==> config.mk <==
export PLATFORM = sky130hd
export DESIGN_NAME = fcmp_result_queue
export DESIGN_NICKNAME = d
export VERILOG_FILES = /design/src/rtl/fcmp_result_queue.sv
export SDC_FILE = /design/constraint.sdc
export NUM_CORES = 1
export LEC_CHECK = 0
export BUFFER_PORTS_ARGS = -buffer_cell sky130_fd_sc_hd__buf_2
export CAP_MARGIN = 40
export CORE_UTILIZATION = 40
export CTS_BUF_LIST = sky130_fd_sc_hd__clkbuf_4
export CTS_CLUSTER_DIAMETER = 60
export DETAILED_ROUTE_END_ITERATION = 10
export PLACE_DENSITY = 0.81
export SYNTH_ARGS = -nofsm -noshare
export SYNTH_HDL_FRONTEND = slang
export SYNTH_SLANG_ARGS = --single-unit
==> constraint.sdc <==
create_clock -name clk -period 4.41 [get_ports clk]
set_input_delay 0.2205 -clock clk [delete_from_list [all_inputs] [get_ports clk]]
set_output_delay 0.2205 -clock clk [all_outputs]
set_load 0.005 [all_outputs]
==> src/rtl/fcmp_result_queue.sv <==
// Result queue for the FP compare unit: NaN correction, fflags generation and a
// small FIFO toward the CDB. Define FCMP_BYPASS_EN for a same-cycle empty-queue bypass.
module fcmp_result_queue #(
  parameter int DEPTH = 4,
  parameter int TAG_W = 6
) (
  input  logic                     clk,
  input  logic                     rst_n,
  input  logic                     flush,
  input  logic                     in_valid,
  output logic                     in_ready,
  input  logic [TAG_W-1:0]         in_tag,
  input  logic [1:0]               in_mode,
  input  logic                     in_result,
  input  logic [31:0]              in_a_operand,
  input  logic [31:0]              in_b_operand,
  output logic                     cdb_valid,
  input  logic                     cdb_ready,
  output logic [TAG_W-1:0]         cdb_tag,
  output logic [31:0]              cdb_data,
  output logic [4:0]               cdb_fflags,
  output logic [$clog2(DEPTH):0]   count
);

  localparam int PW = $clog2(DEPTH);
  localparam int CW = PW + 1;

  typedef struct packed {
    logic [TAG_W-1:0] tag;
    logic             res;
    logic             nv;
  } entry_t;

  entry_t          mem [DEPTH];
  entry_t          inEntry;
  entry_t          headEntry;
  logic [PW-1:0]   rdPtr;
  logic [PW-1:0]   wrPtr;

  logic aNan, bNan, aSnan, bSnan, anyNan;
  logic corrRes, corrNv;
  logic pushFire, popFire, doWrite, doRead, bypassAct, queueNonEmpty;

  // The sign bits never influence classification.
  logic unusedSign;
  assign unusedSign = in_a_operand[31] ^ in_b_operand[31];

  always_comb begin
    aNan    = (in_a_operand[30:23] == 8'hFF) && (in_a_operand[22:0] != 23'd0);
    bNan    = (in_b_operand[30:23] == 8'hFF) && (in_b_operand[22:0] != 23'd0);
    aSnan   = aNan && !in_a_operand[22];
    bSnan   = bNan && !in_b_operand[22];
    anyNan  = aNan || bNan;
    corrRes = 1'b0;
    corrNv  = 1'b0;
    case (in_mode)
      2'b00: begin
        corrRes = anyNan ? 1'b0 : in_result;
        corrNv  = aSnan || bSnan;
      end
      2'b01, 2'b10: begin
        corrRes = anyNan ? 1'b0 : in_result;
        corrNv  = anyNan;
      end
      default: begin
        corrRes = 1'b0;
        corrNv  = 1'b0;
      end
    endcase
  end

  assign inEntry       = '{tag: in_tag, res: corrRes, nv: corrNv};
  assign headEntry     = mem[rdPtr];
  assign queueNonEmpty = (count != '0);
  assign in_ready      = (count < CW'(DEPTH));

`ifdef FCMP_BYPASS_EN
  assign bypassAct = !queueNonEmpty && in_valid && !flush;
`else
  assign bypassAct = 1'b0;
`endif

  assign cdb_valid = queueNonEmpty || bypassAct;
  assign pushFire  = in_valid && in_ready && !flush;
  assign popFire   = cdb_valid && cdb_ready && !flush;
  // A bypassed beat that is granted immediately never touches storage.
  assign doRead    = popFire && queueNonEmpty;
  assign doWrite   = pushFire && !(bypassAct && cdb_ready);

  always_comb begin
    cdb_tag    = '0;
    cdb_data   = '0;
    cdb_fflags = '0;
    if (queueNonEmpty) begin
      cdb_tag    = headEntry.tag;
      cdb_data   = {31'd0, headEntry.res};
      cdb_fflags = {headEntry.nv, 4'b0000};
    end else if (bypassAct) begin
      cdb_tag    = inEntry.tag;
      cdb_data   = {31'd0, inEntry.res};
      cdb_fflags = {inEntry.nv, 4'b0000};
    end
  end

  always_ff @(posedge clk or negedge rst_n) begin
    if (!rst_n) begin
      rdPtr <= '0;
      wrPtr <= '0;
      count <= '0;
    end else if (flush) begin
      rdPtr <= '0;
      wrPtr <= '0;
      count <= '0;
    end else begin
      if (doWrite) wrPtr <= wrPtr + 1'b1;
      if (doRead)  rdPtr <= rdPtr + 1'b1;
      case ({doWrite, doRead})
        2'b10:   count <= count + 1'b1;
        2'b01:   count <= count - 1'b1;
        default: count <= count;
      endcase
    end
  end

  always_ff @(posedge clk) begin
    if (doWrite) mem[wrPtr] <= inEntry;
  end

endmodule

# == Yosys cells after proc, flatten, opt, wreduce, memory -nomap -nowiden ==
# Memory sizes are Yosys's and may differ from the RTL's.
# Cells that the tools add are included.
# totals
reg_bits,7
latchBits,0
ram_bits,32
rom_bits,0
input_bits,78
out_inout_bits,48
wordCells,52
mem_count,1
# classes
add_sub_neg,4
n_mul,0
div_mod_pow,0
order_cmp,1
eq_ne,6
shift,0
muxes,14
bitwise,0
n_reduce_logical,23
# memory_table
name,words,width,read_ports,rd_clocked_by_memory_dff,write_ports,line_no,rtl
mem,4,8,1,0,1,34,entry_t mem [DEPTH];
# ops
cell,count
$reduce_bool A23 Y1,2
$eq A8 B8 Y1 const B,2
$logic_and A1 B1 Y1,9
$mux W2,4
$mux W6,1
$pmux W3 S2,1
$reduce_bool A3 Y1,2
$mux W1,5
$mux W5,1
$add A2 B1 Y2 const B,2
$eq A2 B1 Y1 const B,2
$eq A2 B2 Y1 const B,2
$reduce_bool A2 Y1,2
$add A3 B1 Y3 const B,1
$logic_not A1 Y1,3
$lt A3 B3 Y1 const B,1
$mux W3,1
$reduce_or A3 Y1,1
$sub A3 B1 Y3 const B,1
$logic_not A2 Y1,1
$logic_or A1 B1 Y1,2
$pmux W1 S2,1
$reduce_or A2 Y1,1

# == Logic depth before layout (Yosys ltp) ==
# Gate-level depths: netlist of run 1.
# logic_depth
word_depth,7
mapped_depth,7
depth_no_buf,7

# == Worst setup path after synthesis of run 1 ==
# OpenSTA, ideal clock, no wires.
# synth_path
kind,flip-flop to flip-flop
start,register count[1]
end,register count[2]
setup_time_ps,78
arrival_time_ps,1792
required_time_ps,4332
setup_slack_ps,2539
path_stages_with_launch,8
path_buffers,0
synth_period_minus_slack_ps,1871
path_cell_list,dfrtp_1 o31ai_4 nor3_1 fa_1 nand2b_1 nor4b_1 a21oi_1 a21oi_1
# synth_between
elab_chain_len,7
elab_cells_between_ends,14
classes_between,add/sub (2); order compare (1); eq/ne (2); mux (2); reduce/logical (7)
# synth_rtl
element,line_no,rtl
start: declaration,22,output logic [$clog2(DEPTH):0] count
start signal: assignment,118,2'b10: count <= count + 1'b1;
start signal: assignment,119,2'b01: count <= count - 1'b1;
start signal: assignment,120,default: count <= count;
"parallel branches: the longest is 7 deep, another holds $lt A3 B3 Y1",-,
# Several ways; the timed one is not identified.
# A chain may end at the register's enable or synchronous reset.

# == Worst setup path in the final report of run 1 ==
# layout_path
start,register rdPtr[0]
end,output port cdb_tag[0]
# layout_between
elab_chain_len,2
# layout_rtl
element,line_no,rtl
start: declaration,37,logic [PW-1:0] rdPtr;
start signal: assignment,116,if (doRead) rdPtr <= rdPtr + 1'b1;
$mem_v2 Z4 W8,-,
$mux W6,94,if (queueNonEmpty) begin
end: declaration,19,"output logic [TAG_W-1:0] cdb_tag,"
# Every way passes these cells.

==> results of run 1 <==
-- flip-flops by register name, summed over array words and instances (netlist names) --
name / cells
mem: 32
count: 3
wrPtr: 2
rdPtr: 2
-- layer usage --
layer	routed length, µm	GRT usage [%]	vias up
li1	-	-	728
met3	247	3.04	5
met1	1390	14.0	699
met2	2300	31.1	78
met5	0	0	-
met4	76	7.82	0
-- path summary, 6_finish.rpt --
check	startpoint	endpoint	slack, ns	depth (start not counted)
worst max-delay path	rdPtr[0]	cdb_tag[0]	2.25	3
worst min register to register	wrPtr[0]	wrPtr[0]	0.63	2
worst min-delay path	in_tag[1]	mem[0][3]	0.09	1
max in group asynchronous	rst_n	rdPtr[0]	4.02	2
min in group asynchronous	rst_n	count[2]	0.23	2
worst max register to register	count[0]	count[2]	2.42	7
-- power groups by stage --
stage          registers [W]  clock network, W  logic (W)
2_1_floorplan       0.000465                 0   0.000239
3_3_place_gp        0.000491                 0   0.000300
3_5_place_dp        0.000495                 0   0.000308
4_1_cts             0.000487          0.000233   0.000310
5_1_grt             0.000494          0.000249   0.000354
6_report            0.000484          0.000225   0.000305
-- cells by family after synthesis --
logic type,count (synthesis)
xor gates and xnor gates,4
muxes,9
adders and majority gates,8
DFF,39
other,1
and+or+nand+nor,53
buffers and inverters,45
AOI/OAI and AO/OA,9
-- worst max-delay path, cell delays in order (launching register included) --
cell and delay (ns):
dfrtp_1 0.73, mux4_2 0.59, and2_1 0.17, buf_2 0.12
-- synthesized netlist by cell type (3+ instances only) --
| library cell | n |
|---|---|
| mux4_2 | 8 |
| inv_1 | 6 |
| dfrtp_1 | 7 |
| nor4_1 | 10 |
| edfxtp_1 | 32 |
| nor2_1 | 10 |
| ha_1 | 7 |
| buf_4 | 35 |
| and3_1 | 4 |
| nand4_1 | 6 |
| nor3_1 | 3 |
| a21oi_1 | 4 |
| and2_1 | 8 |
-- final cells by class --
class,count,area [µm²],area share (%)
Sequential cell,39,1140,43.4
Timing Repair Buffer,89,450,17.2
Clock inverter,3,38.8,1.48
Tap cell,70,87.6,3.35
Inverter,6,22.5,0.861
Clock buffer,5,37.5,1.44
Multi-Input combinational cell,118,842,32.2
-- metrics by stage --
step / hold WS [ns] / setup WS [ns] / power, W / cell area, µm² / cells
6_report: 0.0936 / 2.25 / 0.00101 / 2620 / 330
4_1_cts: 0.0795 / 2.18 / 0.00103 / 2620 / 330
3_3_place_gp: 0.0605 / 2.47 / 0.000791 / 2530 / 321
3_5_place_dp: 0.0616 / 2.42 / 0.000804 / 2530 / 321
2_1_floorplan: -0.0751 / 2.54 / 0.000704 / 2280 / 202
5_1_grt: 0.0665 / 2.08 / 0.00110 / 2620 / 330
-- timing repair --
| action | 4_1_cts | 5_1_grt |
|---|---|---|
| resized for setup | 0 | 0 |
| hold buffers | 1 | 0 |
| hold endpoints to repair | 7 | 0 |
| setup buffers | 0 | 0 |
==> impl_metrics.yaml, run 1 <==
sta:
  final.setup.tns_ns: 0
  tightest_slew_ns: 0.593
  hold_viol: 0
  slew_violations: 0
  max_freq_mhz: 462
  fin_skew_ns: 0.00895
  relSlewSlack_pct: 60.5
  rsz0062_at_grt: "false"
  setup_viol: 0
  fin_crit_sh_pct: 49.1
  post-route-min-period_ns: 2.16
yosys:
  synthSimpleGateAreaFrac_pct: 14.4
  ys_seq_area_share_pct: 52.8
  synth_cells: 168
  synth_mux_area_share_pct: 8.83
  yosysUniqueCellTypes: 35
  synthXorXnorAreaFrac_pct: 1.63
  avgSynthCellArea_um2: 12.8
  ys_warn_count: 0
  yosys.area.top_type_share_pct: 44.6
  synth_top_family_by_area: "simple AND/OR/NAND/NOR gates"
  ys.flop_type: "edfxtp_1"
  yosysTopAreaCell: "edfxtp_1"
  ys_ff_latch: 39
  synthTopCellsByArea: "edfxtp_1 45%, buf_4 12%, mux4_2 8.4%, dfrtp_1 8.1%, ha_1 4.1%"
  synth_edf_count: 32
  syn_area_um2: 2150
  synth_adder_area_share_pct: 5.00
  synth_compound_area_share_pct: 3.14
  synthArstFlopShare_pct: 17.9
detailed_routing:
  wl_per_cell_um: 12.2
  totalWireLength_um: 4010
  routed-via-count: 1510
  drt_iter0_markers: 54
  drt-vias-per-instance: 4.58
  drc: 0
  detail_route.first_pass.iterations: 4
  ant_nets: 0
power_and_ir_drop:
  p_leak_nw: 1.16
  ir_drop_mv: 0.184
  p_clk_share_pct: 22.2
  internal_power_w: 0.000721
  switching_share_pct: 28.9
  p_comb_share_pct: 30.1
  p_per_area_nw_per_um2: 388
  p_switching_w: 0.000293
  p_seq_share_pct: 47.7
worst_setup_path:
  critPathCaptureType: "primary output"
  path_class: "reg -> out"
  path_max_fanout: 10
  worstPathArrival_ns: 1.94
  crit_required_ns: 4.19
  crit_path_start_kind: "register"
cts:
  cts_tree: "built"
  cts.sinks: 39
  clk_pin_slew_worst_paths_ns: 0.11
  htree_levels: 2
  clock_path_buffers: 2
  root_buffer: "clkbuf_4"
  clkLatencyLatePin_ns: 0.34
  numCtsBuffers: 5
die:
  die_x_um: 75.4
  dieHeight_um: 75.4
  ioPinCount: 126
  core_region_area_um2: 5140
  floorplan.initialDensity_pct: 41.9
  die_area_um2: 5680
  num_rows: 26
final_layout:
  post-route-util_pct: 50.9
  fillCellCount: 479
  layout_common_cells: "88 x buf_2, 35 x conb_1, 32 x edfxtp_1, 10 x nor2_1, 10 x nor4_1"
  drive_gt1_share_pct: 41.2
  nets: 345
  final_common_cell: "buf_2"
  antenna_cells: 0
  area_growth_pct: 21.4
global_route:
  first_global_vias: 1406
  overflow: 0
  grt_start_max_net_pins: 13
  grt_pass1_wl_um: 6110
  antenna_found_initial: 0
  grt_use_total_pct: 15.3
hold_path:
  hold_class: "in -> reg"
place:
  portBuffers: 88
  globalplace.congestion: 0.776
  dp_hpwl_um: 3200
run_status:
  status: "complete, no violations"
flow_run:
  max_cap_viol_count: 0
Power figures use the tool's default switching activity.
==> run 2: changes to the inputs <==
--- a/config.mk
+++ b/config.mk
@@ -5,13 +5,14 @@
 export SDC_FILE = /design/constraint.sdc
 export NUM_CORES = 1
 export LEC_CHECK = 0
+export ABC_AREA = 1
 export BUFFER_PORTS_ARGS = -buffer_cell sky130_fd_sc_hd__buf_2
 export CAP_MARGIN = 40
 export CORE_UTILIZATION = 40
 export CTS_BUF_LIST = sky130_fd_sc_hd__clkbuf_4
 export CTS_CLUSTER_DIAMETER = 60
 export DETAILED_ROUTE_END_ITERATION = 10
-export PLACE_DENSITY = 0.81
+export PLACE_DENSITY = 0.83
 export SYNTH_ARGS = -nofsm -noshare
 export SYNTH_HDL_FRONTEND = slang
 export SYNTH_SLANG_ARGS = --single-unit
==> constraint.sdc (replaced) <==
create_clock -name clk -period 1.9 [get_ports clk]
set_input_delay 0.095 -clock clk [delete_from_list [all_inputs] [get_ports clk]]
set_output_delay 0.095 -clock clk [all_outputs]
set_load 0.005 [all_outputs]
==> run 2 against run 1 <==
  * Combinational power rose to 3.1 times the previous value
  * Die area up 4.4%
  * Count of clock-buffer cells in the layout stayed put
  * Utilization increased by 2.6 points
  * Critical path type unchanged
==> impl_metrics.yaml, run 2 <==
run_status:
  status: "complete, no violations"
cts:
  cts_tree: "built"
  root_buffer: "clkbuf_4"
  cts.sinks: 39
  clkLatencyLatePin_ns: 0.35
  post_cts_buffers: 0
  clock_path_buffers: 2
  clk_pin_slew_worst_paths_ns: 0.11
  numCtsBuffers: 5
  htree_levels: 2
place:
  dp_hpwl_um: 3620
  place_area_um2: 2690
  globalplace.congestion: 0.860
  portBuffers: 88
global_route:
  first_global_vias: 1879
  antenna_found_initial: 0
  grt_start_max_net_pins: 18
  grt_pass1_wl_um: 7520
  overflow: 0
  grt_use_total_pct: 16.4
yosys:
  yosys-top-cells-count: "68 x nor2_1, 35 x buf_4, 32 x edfxtp_1"
  ys.flop_type: "edfxtp_1"
  ys_seq_area_share_pct: 50.5
  synth_most_common_cell: "nor2_1"
  syn_area_um2: 2250
  synthArstFlopShare_pct: 17.9
  synthTopCellsByArea: "edfxtp_1 43%, buf_4 12%, nor2_1 11%, dfrtp_1 7.8%, nand2_1 4.8%"
  yosysUniqueCellTypes: 22
  yosysTopAreaCell: "edfxtp_1"
  yosys.area.top_type_share_pct: 42.7
  synth_edf_count: 32
  synth_cells: 254
  ys_warn_count: 0
  avgSynthCellArea_um2: 8.86
  ys_ff_latch: 39
detailed_routing:
  wl_per_cell_um: 10.6
  detail_route.first_pass.iterations: 4
  ant_nets: 0
  totalWireLength_um: 4570
  drt_iter0_markers: 80
  drt-vias-per-instance: 4.45
  routed-via-count: 1918
  drc: 0
worst_setup_path:
  cp_top_family: "flip-flops"
  slowest_stage: "dfrtp_2"
  worst_path_largest_cell_delay_ns: 0.53
  path_class: "reg -> out"
  crit_path_start_kind: "register"
  critPathCaptureType: "primary output"
  path_max_fanout: 17
  crit_required_ns: 1.80
  critPathBufInv: 2
  path_cells: "inv_2 > o21ai_0 > a21oi_1 > buf_2"
  worstPathArrival_ns: 1.63
  rrSetupSlack_ns: 0.27
die:
  dieHeight_um: 77.0
  floorplan.initialDensity_pct: 42.7
  die_area_um2: 5930
  num_rows: 26
  core_region_area_um2: 5270
  die_x_um: 77.0
  ioPinCount: 126
sta:
  fin_skew_ns: 0.00900
  setup_viol: 0
  fin_crit_sh_pct: 91.0
  slew_violations: 0
  hold_viol: 0
  final.setup.tns_ns: 0
  rsz0062_at_grt: "false"
  max_freq_mhz: 578
  post-route-min-period_ns: 1.73
final_layout:
  drive_gt1_share_pct: 32.7
  fillCellCount: 496
  final_common_cell: "buf_2"
  largest_register: "mem"
  area_growth_pct: 25.2
  antenna_cells: 0
  reg.largest.list: "mem: 32 flops, count: 3 flops"
  fin_area_um2: 2820
  nets: 446
  largest_register_ff_count: 32
  layout_common_cells: "88 x buf_2, 68 x nor2_1, 35 x conb_1, 32 x edfxtp_1, 29 x nand2_1"
power_and_ir_drop:
  p_leak_nw: 1.32
  total_power_w: 0.00249
  p_per_area_nw_per_um2: 882
  ir_drop_mv: 0.344
flow_run:
  max_cap_viol_count: 0
hold_path:
  hold_class: "in -> reg"
-- run 2: cell types whose count changed after synthesis, sizes merged, moves of 4 or more --
| cell | change |
|---|---|
| nand3 | +6 |
| nor3 | -4 |
| nor4 | -10 |
| o21ai | +18 |
| inv | +12 |
| nor2 | +59 |
| mux4 | -8 |
| and2 | -9 |
| nand2 | +30 |
| a21oi | +10 |
| and3 | -4 |
-- run 2: worst reg2reg max path, delay by kind of cell (launching register included) --
family / cells / cell delay (ns)
compound gates: 1 / 0.07
fa+ha+maj: 1 / 0.37
flops: 1 / 0.45
simple gates: 6 / 0.64
-- run 2: stage by stage --
| step | setup WS, ns | cells | utilization, % | hold WS, ns |
|---|---|---|---|---|
| final | 0.170 | 431 | 53.5 | 0.0494 |
| after global routing | 0.0515 | 431 | 53.5 | 0.0498 |
| after CTS | 0.0299 | 431 | 53.4 | 0.0430 |
| after detailed placement | 0.287 | 416 | 51.1 | -0.0541 |
| after global placement | 0.306 | 416 | 51.1 | -0.0618 |
| after floorplan | 0.345 | 288 | - | -0.201 |
-- run 2: final cells by class --
cell class	count	area, µm²	share of cell area (%)
Clock inverter	3	15.0	0.533
Sequential cell	39	1140	40.4
Multi-Input combinational cell	192	895	31.7
Timing Repair Buffer	104	578	20.5
Clock buffer	5	37.5	1.33
Tap cell	70	87.6	3.11
Inverter	18	67.6	2.40
-- run 2: routing by layer --
metal | vias to the layer above | GRT usage (%) | routed length [µm]
met5 | - | 0 | 0
met4 | 0 | 8.68 | 95
met3 | 9 | 2.74 | 240
met2 | 72 | 32.2 | 2510
met1 | 865 | 16.2 | 1720
li1 | 972 | - | -
-- run 2: report_power, final --
| part | internal [W] | switching (W) |
|---|---|---|
| combinational | 0.000400 | 0.000555 |
| clock | 0.000135 | 0.000254 |
| sequential | 0.00104 | 0.000104 |
-- run 2: final timing paths --
| kind | start | cells after the start | endpoint |
|---|---|---|---|
| setup / recovery | rdPtr[0] | 4 | cdb_tag[4] |
| hold / removal | cdb_ready | 3 | rdPtr[0] |
| setup reg to reg | count[1] | 8 | count[2] |
| hold reg to reg | count[0] | 1 | count[0] |
| max in group asynchronous | rst_n | 2 | rdPtr[0] |
| min in group asynchronous | rst_n | 2 | count[0] |
-- run 2: logic make-up (layout without fill, tap and decap cells) --
kind of cell | count (synthesis) | after routing | share of synthesized area (%)
AOI/OAI and AO/OA | 34 | 34 | 8.06
adders and majority gates | 8 | 8 | 4.78
buffers and inverters | 57 | 130 | 15.5
DFF | 39 | 39 | 50.5
other | 1 | 35 | 0.167
and+or+nand+nor | 115 | 115 | 21.1
-- run 2: what timing repair did --
item,CTS,global route
hold buffers,7,0
hold endpoints to repair,31,0
setup endpoints to repair,0,8
resized for setup,0,1
